==> config.mk <==
export PLATFORM = sky130hd
export DESIGN_NAME = ysyx_22050550_pc_predict
export DESIGN_NICKNAME = d
export VERILOG_FILES = /design/src/rtl/ysyx_22050550_pc_predict.sv
export SDC_FILE = /design/constraint.sdc
export NUM_CORES = 2
export LEC_CHECK = 0
export BUFFER_PORTS_ARGS = -buffer_cell sky130_fd_sc_hd__buf_2
export CORE_AREA = 4 4 533 535
export CTS_BUF_LIST = sky130_fd_sc_hd__clkbuf_4
export CTS_CLUSTER_DIAMETER = 80
export DETAILED_ROUTE_END_ITERATION = 8
export DIE_AREA = 0 0 537 539
export GPL_TIMING_DRIVEN = 0
export PLACE_DENSITY_LB_ADDON = 0.05
export SLEW_MARGIN = 20
export SYNTH_ARGS = -nofsm -noshare
export SYNTH_HDL_FRONTEND = slang
export SYNTH_SLANG_ARGS = --single-unit
==> constraint.sdc <==
create_clock -name clock -period 8.1 [get_ports clock]
set_input_delay 0.81 -clock clock [delete_from_list [all_inputs] [get_ports clock]]
set_output_delay 0.81 -clock clock [all_outputs]
set_load 0.005 [all_outputs]
==> src/rtl/ysyx_22050550_pc_predict.sv <==
// Fetch-PC generator with a direct-mapped BTB and 2-bit direction counters.
// It trains on branch resolutions from ID and raises a flush on mispredicts and traps.
module ysyx_22050550_pc_predict #(
  parameter int              XLEN        = 64,
  parameter logic [XLEN-1:0] RESET_PC    = 'h80000000,
  parameter int              BTB_ENTRIES = 16
) (
  input  logic            clock,
  input  logic            reset,
  input  logic            fetch_ready,
  output logic [XLEN-1:0] pc,
  output logic [XLEN-1:0] pred_npc,
  output logic            pred_taken,
  input  logic            res_valid,
  input  logic [XLEN-1:0] res_pc,
  input  logic            res_is_cond,
  input  logic            res_taken,
  input  logic [XLEN-1:0] res_target,
  input  logic [XLEN-1:0] res_pred_npc,
  input  logic            trap_valid,
  input  logic [XLEN-1:0] trap_pc,
  output logic            flush
);

  localparam int IDX_W = $clog2(BTB_ENTRIES);
  localparam int TAG_W = XLEN - IDX_W - 2;

  logic [BTB_ENTRIES-1:0] btb_valid;
  logic [1:0]             btb_cnt [BTB_ENTRIES];
  logic [TAG_W-1:0]       btb_tag [BTB_ENTRIES];
  logic [XLEN-1:0]        btb_tgt [BTB_ENTRIES];

  logic [IDX_W-1:0] look_idx;
  logic [TAG_W-1:0] look_tag;
  logic             look_hit;

  assign look_idx   = pc[IDX_W+1:2];
  assign look_tag   = pc[XLEN-1:IDX_W+2];
  assign look_hit   = btb_valid[look_idx] && (btb_tag[look_idx] == look_tag);
  assign pred_taken = look_hit && btb_cnt[look_idx][1];
  assign pred_npc   = pred_taken ? btb_tgt[look_idx] : pc + XLEN'(4);

  logic [XLEN-1:0]  act_npc;
  logic             mispredict;

  assign act_npc    = res_taken ? res_target : res_pc + XLEN'(4);
  assign mispredict = res_valid && (res_pred_npc != act_npc);
  assign flush      = trap_valid || mispredict;

  logic [IDX_W-1:0] res_idx;
  logic [TAG_W-1:0] res_tag;
  logic             res_hit;
  logic             upd_taken;
  logic             wr_entry;
  logic             wr_cnt;
  logic [1:0]       cnt_next;

  assign res_idx   = res_pc[IDX_W+1:2];
  assign res_tag   = res_pc[XLEN-1:IDX_W+2];
  assign res_hit   = btb_valid[res_idx] && (btb_tag[res_idx] == res_tag);
  // Jumps always train as taken and pin their counter at strongly taken.
  assign upd_taken = res_taken || !res_is_cond;

  always_comb begin
    wr_entry = 1'b0;
    wr_cnt   = 1'b0;
    cnt_next = btb_cnt[res_idx];
    if (res_valid) begin
      if (upd_taken) begin
        wr_entry = 1'b1;
        wr_cnt   = 1'b1;
        if (!res_is_cond)
          cnt_next = 2'd3;
        else if (res_hit)
          cnt_next = (btb_cnt[res_idx] == 2'd3) ? 2'd3 : btb_cnt[res_idx] + 2'd1;
        else
          cnt_next = 2'd2;
      end else if (res_hit) begin
        wr_cnt   = 1'b1;
        cnt_next = (btb_cnt[res_idx] == 2'd0) ? 2'd0 : btb_cnt[res_idx] - 2'd1;
      end
    end
  end

  always_ff @(posedge clock) begin
    if (reset) begin
      btb_valid <= '0;
      for (int i = 0; i < BTB_ENTRIES; i++)
        btb_cnt[i] <= 2'd0;
    end else begin
      if (wr_entry)
        btb_valid[res_idx] <= 1'b1;
      if (wr_cnt)
        btb_cnt[res_idx] <= cnt_next;
    end
  end

  // Tags and targets carry no reset; the valid bits guard them.
  always_ff @(posedge clock) begin
    if (!reset && wr_entry) begin
      btb_tag[res_idx] <= res_tag;
      btb_tgt[res_idx] <= res_target;
    end
  end

  always_ff @(posedge clock) begin
    if (reset)
      pc <= RESET_PC;
    else if (trap_valid)
      pc <= trap_pc;
    else if (mispredict)
      pc <= act_npc;
    else if (fetch_ready)
      pc <= pred_npc;
  end

endmodule

**Yosys cells after proc, flatten, opt, wreduce, memory -nomap -nowiden**

Memory sizes are Yosys's and may differ from the RTL's. A register that Yosys moved wholly into a read port is not among the register bits.
Cells that the tools add are included.
W data, S select, Z words.

- $add $sub $neg: 4
- Multiply operators: 0
- Div/mod/pow operators: 0
- Order comparisons: 3
- Equal/unequal tests: 4
- Shift-type cells: 0
- Multiplexer cells: 39
- Bitwise gates (word level): 1
- Reductions and logical operators: 13

Operator list:

| operator | number |
|---|---|
| $mux W64 | 5 |
| $add A64 B3 Y64 const B | 2 |
| $eq A58 B58 Y1 | 2 |
| $ne A64 B64 Y1 | 1 |
| $mux W4 | 7 |
| $mux W1 | 16 |
| $mux W2 | 8 |
| $or A16 B16 Y16 | 1 |
| $lt A4 B5 Y1 const B | 2 |
| $bmux W1 S4 | 2 |
| $logic_and A1 B1 Y1 | 6 |
| $demux W1 S4 | 1 |
| $ge A4 B1 Y1 const B | 1 |
| $reduce_bool A3 Y1 | 1 |
| $add A2 B1 Y2 const B | 1 |
| $eq A2 B2 Y1 const B | 1 |
| $logic_not A1 Y1 | 2 |
| $logic_not A2 Y1 | 1 |
| $logic_or A1 B1 Y1 | 2 |
| $reduce_or A2 Y1 | 1 |
| $sub A2 B1 Y2 const B | 1 |

- Flip-flop bits (word level): 80
- Latch bits: 0
- RAM bits: 1984
- Bits in read-only memories: 0
- Bits of input ports: 263
- Output and inout port bits: 130
- Memories: 3

Memory list:

| name | depth | bits a word | rd ports | clocked after Yosys merged registers in | write ports | RTL line | text |
|---|---|---|---|---|---|---|---|
| btb_tgt | 16 | 64 | 1 | 1 | 1 | 31 | `logic [XLEN-1:0] btb_tgt [BTB_ENTRIES];` |
| btb_tag | 16 | 58 | 2 | 1 | 1 | 30 | `logic [TAG_W-1:0] btb_tag [BTB_ENTRIES];` |
| btb_cnt | 16 | 2 | 2 | 1 | 16 | 29 | `logic [1:0] btb_cnt [BTB_ENTRIES];` |

**Logic depth before layout (Yosys ltp)**

- Word-level depth: 11
- Mapped depth: 21
- Mapped depth without buffers: 14

**Least setup slack after synthesis**

No wires, ideal clock.

- Path kind: input -> register
- Start point: input port res_taken
- End point: memory btb_tag[15][0] (netlist bit) (enable)
- Data arrival time: 7849 ps
- Data required time: 7494 ps
- Slack: -354 ps
- Stages on the path: 8
- Path buffers: 5
- Path through: clkbuf_1 -> clkbuf_1 -> clkbuf_1 -> buf_1 -> buf_1 -> nor2b_1 -> or3_1 -> nor2_1

- Word-level cells in the longest chain between the ends: 6

Ends and longest elaborated chain:

| element | RTL line | text |
|---|---|---|
| from (decl) | 17 | `input logic res_taken,` |
| $logic_or A1 B1 Y1 | 62 | `assign upd_taken = res_taken \|\| !res_is_cond;` |
| $mux W1 | 69 | `if (upd_taken) begin` |
| $mux W1 | 68 | `if (res_valid) begin` |
| $logic_and A1 B1 Y1 | 100 | `if (!reset && wr_entry) begin` |
| $mux W1 | 100 |  |
| $mux W1 (not written as such) | 101 | `btb_tag[res_idx] <= res_tag;` |
| to (decl) | 30 |  |

No other way between the ends.

**Final worst setup path**

- Start point: input port res_pc[34]
- End point: output port flush

- Word-level cells in the longest chain between the ends: 5

Ends and longest elaborated chain:

| element | RTL line | text |
|---|---|---|
| from (decl) | 15 | `input logic [XLEN-1:0] res_pc,` |
| $add A64 B3 Y64 | 46 | `assign act_npc = res_taken ? res_target : res_pc + XLEN'(4);` |
| $mux W64 | 46 |  |
| $ne A64 B64 Y1 | 47 | `assign mispredict = res_valid && (res_pred_npc != act_npc);` |
| $logic_and A1 B1 Y1 | 47 |  |
| $logic_or A1 B1 Y1 | 48 | `assign flush = trap_valid \|\| mispredict;` |
| to (decl) | 22 | `output logic flush` |

No other way between the ends.

==> metrics.txt <==
# TYPE chip_impl_metric gauge
chip_impl_metric{name="detail_routed_via_count_per_cell",unit=""} 6.30
chip_impl_metric{name="drt-initial-drc-count",unit=""} 10649
chip_impl_metric{name="worst_slack",unit="ns"} -0.0972
chip_impl_metric{name="cts_buffers",unit=""} 586
chip_impl_metric{name="postSynth.asyncResetShare",unit=""} 0
chip_impl_metric{name="num_io_pins",unit=""} 393
chip_impl_metric{name="p_per_area",unit="nW/um^2"} 217
chip_impl_metric{name="timing_max_transition_violations_final",unit=""} 0
chip_impl_metric{name="synth_fp_nets",unit=""} 6078
chip_impl_info{name="failed_checks",value="setup timing"} 1
chip_impl_metric{name="final_layout_size_suffix_gt1_frac",unit=""} 0.365
chip_impl_metric{name="drt_pass1_iterations",unit=""} 6
chip_impl_info{name="cts_root_buffer",value="sky130_fd_sc_hd__clkbuf_4"} 1
chip_impl_info{name="timing.hold.worst_endpoint",value="btb_tag[1][41]$_DFFE_PP_"} 1
chip_impl_metric{name="ff2ff_setup_slack",unit="ns"} 1.42
chip_impl_info{name="path_class",value="input port to primary output"} 1
chip_impl_metric{name="antenna_found_initial",unit=""} 107
chip_impl_metric{name="floorplan.die_area",unit="sq um"} 289000
chip_impl_metric{name="edff_count_synth",unit=""} 1984
chip_impl_metric{name="vdd_ir_drop_max",unit="mV"} 0.126
chip_impl_metric{name="synth.yosys.seq_area_share",unit=""} 0.630
chip_impl_metric{name="yosys_register_bits",unit=""} 2068
chip_impl_metric{name="skew",unit="ns"} 0.141
chip_impl_metric{name="via_count",unit=""} 71734
chip_impl_metric{name="worst_skew_pair_latency",unit="ns"} 1.57
chip_impl_metric{name="area_delta_synth_final",unit="%"} 22.5
chip_impl_metric{name="path_max_fanout",unit=""} 17
chip_impl_metric{name="reg2reg_depth",unit=""} 22
chip_impl_metric{name="die_h",unit="um"} 539
chip_impl_metric{name="syn-instance-count",unit=""} 5810
chip_impl_metric{name="die_x",unit="um"} 537
chip_impl_metric{name="placer_s_final_routability_congestion_estimate",unit=""} 1.01
chip_impl_metric{name="grt_remaining_overflow",unit=""} 0
chip_impl_metric{name="power_leakage",unit="nW"} 39.5
chip_impl_metric{name="worstMarginPinSlew",unit="ns"} 1.30
chip_impl_metric{name="layout.cells.non_filler",unit=""} 11383
chip_impl_metric{name="finalHoldViolations",unit=""} 0
chip_impl_metric{name="grt_use_total",unit=""} 0.356
chip_impl_metric{name="antenna_left",unit=""} 0
chip_impl_metric{name="htree_levels",unit=""} 6
chip_impl_metric{name="required",unit="ns"} 7.29
chip_impl_metric{name="dp_hpwl",unit="mm"} 401
chip_impl_metric{name="synthesis.yosys.warnings",unit=""} 0
chip_impl_metric{name="finalCritPeriodShare",unit=""} 1.01
chip_impl_metric{name="regArea",unit="sq um"} 61300
chip_impl_metric{name="floorplan.core_area",unit="sq um"} 279000
chip_impl_metric{name="placementRows",unit=""} 194
chip_impl_metric{name="layout.nets",unit=""} 7444
chip_impl_metric{name="grt_pass1_wl",unit="mm"} 679
chip_impl_info{name="startpoint_type",value="input port"} 1
chip_impl_metric{name="start_util",unit=""} 0.349
chip_impl_metric{name="timing.hold.ws",unit="ns"} 0.212
chip_impl_metric{name="drt-wirelength-per-cell",unit="um"} 46.3
chip_impl_metric{name="maxSlewHeadroom",unit=""} 0.133
chip_impl_metric{name="ctsLongestPathBuffers",unit=""} 4
chip_impl_metric{name="crit_path_arrival_time",unit="ns"} 7.39
chip_impl_metric{name="layout_min_cycle_time",unit="ns"} 8.20
chip_impl_metric{name="clk_transition_reported_paths",unit="ns"} 0.06
chip_impl_metric{name="drv.max_cap_violation_count",unit=""} 0
chip_impl_metric{name="first_global_vias",unit=""} 68600
chip_impl_info{name="critical_path.endpoint_type",value="primary output"} 1
chip_impl_metric{name="io_buffer_count",unit=""} 389
chip_impl_metric{name="placedCellCount",unit=""} 10105
chip_impl_metric{name="yosys_cell_types",unit=""} 101
chip_impl_metric{name="hold_path_depth",unit=""} 2
chip_impl_metric{name="p_total",unit="W"} 0.0259
chip_impl_info{name="endpoint_of_the_most_critical_register_to_register_path",value="pc[56]$_SDFFE_PP0N_"} 1
chip_impl_info{name="result_of_the_run",value="finished, violations left"} 1
chip_impl_metric{name="clock_sink_count",unit=""} 2068
chip_impl_metric{name="avgSynthCellArea",unit="sq um"} 16.7
chip_impl_metric{name="fmaxAchievable",unit="MHz"} 122
chip_impl_metric{name="postRouteWirelength",unit="mm"} 528
chip_impl_metric{name="cell_area_synth",unit="sq um"} 97300
chip_impl_metric{name="fill_cells",unit=""} 25448
chip_impl_info{name="synth_top_flop_cell",value="sky130_fd_sc_hd__edfxtp_1"} 1
chip_impl_metric{name="final-setup-viol-count",unit=""} 1
chip_impl_info{name="most-common-layout-cells",value="sky130_fd_sc_hd__edfxtp_1, sky130_fd_sc_hd__clkbuf_4, sky130_fd_sc_hd__mux4_2, sky130_fd_sc_hd__buf_2, sky130_fd_sc_hd__nand2_1"} 1
chip_impl_info{name="final_common_cell",value="sky130_fd_sc_hd__edfxtp_1"} 1
chip_impl_info{name="hold_start",value="res_pc[47]"} 1
chip_impl_info{name="worst_hold_path_type",value="input port to flip-flop"} 1
chip_impl_metric{name="largest_net_degree_at_the_start_of_global_routing",unit=""} 24
chip_impl_info{name="tritoncts",value="done"} 1
chip_impl_metric{name="multiInputGateArea",unit="sq um"} 34600
chip_impl_metric{name="drt_drc_violations_left",unit=""} 0
[what timing repair did]
item	4_1_cts	5_1_grt
hold buffers	213	0
hold endpoints to repair	2046	0
buffers inserted	2	0
setup endpoints to repair	93	27
pin swaps	3	0
resized for setup	305	25
[kinds of logic (layout without fill, tap and decap cells)]
logic type / count (synthesis) / in the layout / share of synthesized area
other: 0 / 57 / 0
AO/OA/AOI/OAI: 719 / 719 / 0.0517
flip-flops: 2068 / 2068 / 0.630
XOR/XNOR: 247 / 247 / 0.0227
buffers and inverters: 504 / 2296 / 0.0232
AND/OR/NAND/NOR: 1249 / 1249 / 0.0655
adder cells (fa/ha/maj): 6 / 6 / 0.000746
multiplexers: 1017 / 1017 / 0.207
[how the worst max path moves through the flow]
stage	start	end	slack, ns	cells after the start
floorplan	res_taken	btb_tag[9][0]$_DFFE_PP_	-0.32	9
global placement	res_taken	btb_tgt[5][63]$_DFFE_PP_	-13.79	9
detailed placement	flip-flop	pred_npc[61]	-1.63	18
CTS	flip-flop	pred_npc[5]	0.00007	15
global route	res_pc[8]	flush	-0.0007	16
finish	res_pc[34]	flush	-0.1	15
[cell usage after synthesis (all sizes together) (29+ instances only)]
master,n,area [sq um]
nand2,386,1450
inv,80,300
a211oi,55,418
and3,86,538
o21ai,106,549
nor3,71,355
nand3,97,498
mux4,787,17700
a22oi,49,368
edfxtp,1984,59600
buf,204,1130
xor2,68,596
dfxtp,84,1680
nand4,83,544
nor2,220,831
o22ai,42,263
mux2,62,698
nand2b,29,181
xnor2,176,1540
o31ai,30,225
nor2b,52,325
nor4,72,503
a21oi,127,639
clkbuf,218,822
mux2i,168,1680
a31oi,43,269
[worst max-delay path: stages]
cell and delay, ns:
sky130_fd_sc_hd__dlygate4sd3_1 0.52, sky130_fd_sc_hd__buf_2 0.29, sky130_fd_sc_hd__clkbuf_2 0.64, sky130_fd_sc_hd__nand3_1 0.37
sky130_fd_sc_hd__nor3_2 0.59, sky130_fd_sc_hd__nand4_1 0.59, sky130_fd_sc_hd__nor4_4 0.78, sky130_fd_sc_hd__xnor2_1 0.19
sky130_fd_sc_hd__a221oi_1 0.16, sky130_fd_sc_hd__a41oi_1 0.80, sky130_fd_sc_hd__nor2_1 0.22, sky130_fd_sc_hd__a21oi_2 0.71
sky130_fd_sc_hd__nor2_2 0.22, sky130_fd_sc_hd__inv_1 0.25, sky130_fd_sc_hd__buf_2 0.16
[state kept, by name, summed over array words and instances, names as in the netlist, named ones only]
name and count:
btb_tag 928, btb_cnt 32, pc 64, btb_tgt 1024
btb_valid 16
[report_power, final]
part           leakage [nW]  switching, W  internal, W
registers              18.6      0.000148       0.0118
clock network          4.41       0.00483      0.00509
logic                  16.5       0.00270      0.00128
[metrics by stage]
stage          setup TNS, ns  worst slack (ns)   util  area [sq um]
2_1_floorplan        -551.40            -0.317      -         97300
3_3_place_gp               -            -13.79  0.373        104000
3_5_place_dp          -69.02             -1.63  0.388        108000
4_1_cts                    0         0.0000662  0.426        119000
5_1_grt            -0.000703         -0.000703  0.427        119000
6_report             -0.0972           -0.0972  0.427        119000
[layout make-up]
class / count / share of cell area
well taps: 3724 / 0.0391
clock inverters: 182 / 0.0101
plain buffers: 414 / 0.0211
clock buffers: 832 / 0.0524
inverters: 82 / 0.00272
flip-flops and latches: 2068 / 0.514
diodes: 57 / 0.00120
multi-input cells: 3238 / 0.291
repair buffers: 786 / 0.0686
[per-layer routing]
layer	vias up	track usage	routed length, um
li1	27172	-	-
met5	-	0	228
met1	38802	0.506	220000
met4	36	0.170	29200
met3	1021	0.0850	51200
met2	4703	0.514	227000
(Power assumes the default switching activity.)
